$ cat src/rtl/serial_adder_pkg.sv
// -----------------------------------------------------------------------------
// serial_adder_pkg
//   Shared definitions for the bit-serial adder controller.
//   - DEFAULT_WIDTH : default operand width used by serial_adder_ctrl
//   - state_t       : controller FSM states (IDLE, RUN, DONE)
// -----------------------------------------------------------------------------
package serial_adder_pkg;

  localparam int DEFAULT_WIDTH = 8;

  typedef enum logic [1:0] {
    IDLE = 2'd0,
    RUN  = 2'd1,
    DONE = 2'd2
  } state_t;

endpackage : serial_adder_pkg

$ cat src/rtl/full_adder_cell.sv
// -----------------------------------------------------------------------------
// full_adder_cell
//   Combinational 1-bit full adder. The serial adder pushes every operand bit
//   through a single instance of this cell.
//   Ports:
//     a, b  : input  operand bits
//     cin   : input  carry in
//     s     : output sum bit
//     cout  : output carry out
// -----------------------------------------------------------------------------
module full_adder_cell (
  input  logic a,
  input  logic b,
  input  logic cin,
  output logic s,
  output logic cout
);

  logic half_sum;

  assign half_sum = a ^ b;
  assign s        = half_sum ^ cin;
  assign cout     = (a & b) | (cin & half_sum);

endmodule : full_adder_cell

$ cat src/rtl/serial_adder_ctrl.sv
// -----------------------------------------------------------------------------
// serial_adder_ctrl
//   Bit-serial adder: {cout,sum} = a + b + cin, computed LSB first through one
//   shared full-adder cell, one bit per clock.
//
//   Flow: IDLE --start--> RUN (WIDTH edges) --> DONE (1 cycle) --> IDLE
//
//   Ports:
//     clk    : input  clock, rising edge
//     rst_n  : input  asynchronous active-low reset
//     start  : input  add request, only looked at in IDLE
//     a, b   : input  [WIDTH-1:0] operands, captured when start is accepted
//     cin    : input  carry in, captured when start is accepted
//     busy   : output high in RUN and DONE
//     done   : output one-cycle pulse, sum/cout valid
//     sum    : output [WIDTH-1:0] result, held until the next completion
//     cout   : output carry out, held until the next completion
// -----------------------------------------------------------------------------
module serial_adder_ctrl
  import serial_adder_pkg::*;
#(
  parameter int WIDTH = DEFAULT_WIDTH
) (
  input  logic             clk,
  input  logic             rst_n,
  input  logic             start,
  input  logic [WIDTH-1:0] a,
  input  logic [WIDTH-1:0] b,
  input  logic             cin,
  output logic             busy,
  output logic             done,
  output logic [WIDTH-1:0] sum,
  output logic             cout
);

  // One extra counter bit so the count can reach WIDTH without wrapping.
  localparam int               CNT_W    = $clog2(WIDTH) + 1;
  localparam logic [CNT_W-1:0] LAST_BIT = CNT_W'(WIDTH - 1);

  state_t           state_reg, state_next;
  logic [CNT_W-1:0] count_reg, count_next;
  logic [WIDTH-1:0] a_reg,     a_next;
  logic [WIDTH-1:0] b_reg,     b_next;
  logic             carry_reg, carry_next;
  logic [WIDTH-1:0] res_reg,   res_next;
  logic [WIDTH-1:0] sum_reg,   sum_next;
  logic             cout_reg,  cout_next;

  logic             fa_s;
  logic             fa_c;
  logic [WIDTH-1:0] res_shifted;

  // The only adder in the design; it always sees the current LSBs and carry.
  full_adder_cell u_fa (
    .a    (a_reg[0]),
    .b    (b_reg[0]),
    .cin  (carry_reg),
    .s    (fa_s),
    .cout (fa_c)
  );

  // New sum bit enters at the MSB, so after WIDTH shifts bit 0 sits in res[0].
  // On the final edge the shifted value is used directly, which means the
  // current res_reg[0] (a bit about to fall off the end) is never consumed.
  assign res_shifted = {fa_s, res_reg[WIDTH-1:1]};

  logic res_lsb_unused;
  assign res_lsb_unused = res_reg[0];

  // ---------------------------------------------------------------------------
  // State and datapath registers
  // ---------------------------------------------------------------------------
  always_ff @(posedge clk or negedge rst_n) begin
    if (!rst_n) begin
      state_reg <= IDLE;
      count_reg <= '0;
      a_reg     <= '0;
      b_reg     <= '0;
      carry_reg <= 1'b0;
      res_reg   <= '0;
      sum_reg   <= '0;
      cout_reg  <= 1'b0;
    end else begin
      state_reg <= state_next;
      count_reg <= count_next;
      a_reg     <= a_next;
      b_reg     <= b_next;
      carry_reg <= carry_next;
      res_reg   <= res_next;
      sum_reg   <= sum_next;
      cout_reg  <= cout_next;
    end
  end

  // ---------------------------------------------------------------------------
  // Next-state and datapath control
  // ---------------------------------------------------------------------------
  always_comb begin
    state_next = state_reg;
    count_next = count_reg;
    a_next     = a_reg;
    b_next     = b_reg;
    carry_next = carry_reg;
    res_next   = res_reg;
    sum_next   = sum_reg;
    cout_next  = cout_reg;

    unique case (state_reg)
      IDLE: begin
        if (start) begin
          a_next     = a;
          b_next     = b;
          carry_next = cin;
          count_next = '0;
          res_next   = '0;
          state_next = RUN;
        end
      end

      RUN: begin
        a_next     = a_reg >> 1;
        b_next     = b_reg >> 1;
        carry_next = fa_c;
        res_next   = res_shifted;
        count_next = count_reg + 1'b1;
        // Last bit: publish the result in the same edge that leaves RUN.
        if (count_reg == LAST_BIT) begin
          sum_next   = res_shifted;
          cout_next  = fa_c;
          state_next = DONE;
        end
      end

      DONE: begin
        state_next = IDLE;
      end

      default: begin
        state_next = IDLE;
      end
    endcase
  end

  // ---------------------------------------------------------------------------
  // Outputs
  // ---------------------------------------------------------------------------
  assign busy = (state_reg != IDLE);
  assign done = (state_reg == DONE);
  assign sum  = sum_reg;
  assign cout = cout_reg;

endmodule : serial_adder_ctrl

$ cat config.mk
export PLATFORM = sky130hd
export DESIGN_NAME = serial_adder_ctrl
export DESIGN_NICKNAME = d
export VERILOG_FILES = /design/src/rtl/serial_adder_pkg.sv /design/src/rtl/full_adder_cell.sv /design/src/rtl/serial_adder_ctrl.sv
export SDC_FILE = /design/constraint.sdc
export NUM_CORES = 1
export LEC_CHECK = 0
export ABC_AREA = 0
export CAP_MARGIN = 25
export CORE_MARGIN = 3
export CORE_UTILIZATION = 45
export DETAILED_ROUTE_END_ITERATION = 8
export HOLD_SLACK_MARGIN = 0.02
export PLACE_DENSITY = 0.76
export SLEW_MARGIN = 40
export SYNTH_ARGS = -nofsm -noshare
export SYNTH_HDL_FRONTEND = slang
export SYNTH_HIERARCHICAL = 1
export SYNTH_SLANG_ARGS = --single-unit
$ cat constraint.sdc
create_clock -name clk -period 3.15 [get_ports clk]
set_input_delay 0.4725 -clock clk [delete_from_list [all_inputs] [get_ports clk]]
set_output_delay 0.4725 -clock clk [all_outputs]
set_load 0.005 [all_outputs]
==> qor.yml <==
power_density_mw_per_mm2: 915
rsz0062_at_grt: "false"
worstReg2RegEnd: "sum[1]"
vias_per_cell: 5.48
p_leak_nw: 0.962
grtUsageMet2_pct: 29.3
drtPass1Iterations: 4
core_sq_mm: 0.00372
grt_max_degree: 25
post-cts-setup-buffers: 0
slew-limit-headroom_pct: 52.9
fmax_mhz: 434
design_area_sq_mm: 0.00223
cts-htree-levels: 2
hold_viol_final: 0
area_growth_pct: 27.3
grt_usage_pct: 18.9
power_w: 0.00204
initial_core_util_pct: 47.2
cts_buffer_depth: 2
skew_ns: 0.0108
required_ns: 2.68
cp.depth: 3
vias: 1298
post-route-period-util_pct: 73.1
worstMarginPinSlew_ns: 0.707
ys_seq_area_share_pct: 55.6
outcome: "complete, no violations"
cts_tree: "yes"
antenna_cells: 0
postRouteAntennaNets: 0
rr_worst_depth: 3
syn_nets: 178
setup_violations: 0
synthCells: 156
slowest_stage: "dfrtp_1"
fp.dieW_um: 68.5
regArea_sq_um: 976
synth_area_sq_mm: 0.00176
cts_root_buffer: "clkbuf_8"
tns_ns: 0
ios: 31
fin_util_pct: 60.1
slowest_delay_ns: 0.54
drc_errors: 0
cts.hold.buffers_added: 0
io_buffers: 30
clk_latency_ns: 0.30
slew_viol_final: 0
hold_path.class: "primary input to async pin"
crit_type: "flip-flop to output pin"
path_cells: "buf_4, or2_2, clkdlybuf4s50_1"
finalNetCount: 210
synth_cell_types: 26
post_drt_wl_per_cell_um: 15.7
first_iter_violations: 91
placed_cell_area_sq_mm: 0.00212
cts.repair.resized: 0
worst-path-buf-inv: 2
synth_warnings: 6
end_kind: "output pin"
maxCapViolCount: 0
grt_pass1_vias: 1386
grtUsageMet1_pct: 25.2
gp_congestion: 0.702
rrSetupSlack_ns: 1.26
gr-total-overflow: 0
fin_crit_ns: 2.30
ys_ff_latch: 39
dp_hpwl_mm: 2.60
drive_gt1_share_pct: 13.2
grt-busiest-layer: "met2"
cp-startpoint: "state_reg[0]"
cp-start-kind: "flip-flop"
numCtsBuffers: 5
r2r_start: "state_reg[1]"
grt_pass1_wl_mm: 6.49
path_max_fanout: 15
drt_wl_total_mm: 3.73
die_y_um: 68.5
cp_data_arrival_time_ns: 1.83
multi_input_area_sq_um: 733
die_area_sq_mm: 0.00469
use_met3_pct: 5.42
synth_area_per_cell_sq_um: 11.3
clk_pin_slew_ns: 0.08
fill_cells: 307
path_delay_family: "buffers and inverters"
ir_drop_v: 0.000470
row_count: 22
clock-sinks: 39
antenna_found_initial: 0
layout make-up:
cell class                 instances  share of cell area [%]
multi-input combinational        107                    32.8
sequential                        39                    43.7
timing repair buffer              35                    15.8
tap                               48                    2.69
clock buffer                       5                    3.08
clock inverter                     3                    1.96
worst max path at each step:
stage | endpoint | slack (ns)
finish | busy | 0.85
global route | done | 0.74
CTS | busy | 0.84
detailed placement | a_reg[7] | 1.10
global placement | a_reg[4] | 1.17
floorplan | done | 1.58
Yosys cell counts:
cell type	number	area (sq um)
ha_1	1	12.5
o21bai_1	1	7.51
mux2_2	8	90.1
fa_1	1	20.0
dfrtp_1	39	976
clkbuf_1	5	18.8
a22o_1	9	78.8
or3_1	1	6.26
a21oi_1	18	90.1
nand2_1	7	26.3
and3b_1	2	17.5
nand2b_1	1	6.26
o21ai_0	16	80.1
o21ai_1	2	10.0
nor2b_1	17	106
nor2_1	1	3.75
nand3_1	3	15.0
mux2i_1	1	10.0
nand2b_4	1	13.8
mux2_1	1	11.3
buf_4	1	7.51
nor3_4	1	16.3
or2_2	1	6.26
buf_2	4	20.0
a22oi_1	13	97.6
and2b_1	1	7.51
metrics by stage:
stage / worst slack [ns] / instances / hold slack (ns)
after floorplan: 1.58 / 156 / 0.177
after global placement: 1.17 / 228 / 0.472
after detailed placement: 1.10 / 229 / 0.435
after CTS: 0.844 / 237 / 0.111
after global routing: 0.741 / 237 / 0.135
final: 0.847 / 237 / 0.111
cells in the final DEF, fill, tap and decap left out, types with 2 or more instances in the layout:
cell	instances
and3b_1	2
a21oi_1	18
nand3_1	3
o21ai_0	16
a22oi_1	13
buf_4	4
mux2_2	8
clkbuf_8	5
clkdlybuf4s50_1	29
dfrtp_1	39
nor2b_1	17
nand2_1	7
o21ai_1	2
a22o_1	9
report_power, final:
group | switching [W] | internal (W)
registers | 0.000185 | 0.000705
logic | 0.000324 | 0.000414
clock network | 0.000181 | 0.000236
per-layer routing:
layer,vias up,share of wire [%]
met5,-,0
met4,0,1.4
met3,5,5.2
met2,29,47
met1,635,47
li1,629,-
kinds of logic (layout without fill, tap and decap cells):
kind of cell / count (synthesis) / in the layout / share of synthesized area (%)
DFF: 39 / 39 / 55.6
AOI/OAI and AO/OA: 59 / 59 / 20.7
muxes: 10 / 10 / 6.34
adders and majority gates: 2 / 2 / 1.85
and+or+nand+nor: 36 / 36 / 12.8
buffers and inverters: 10 / 43 / 2.64
No activity file was read; power rests on OpenSTA's default activity.
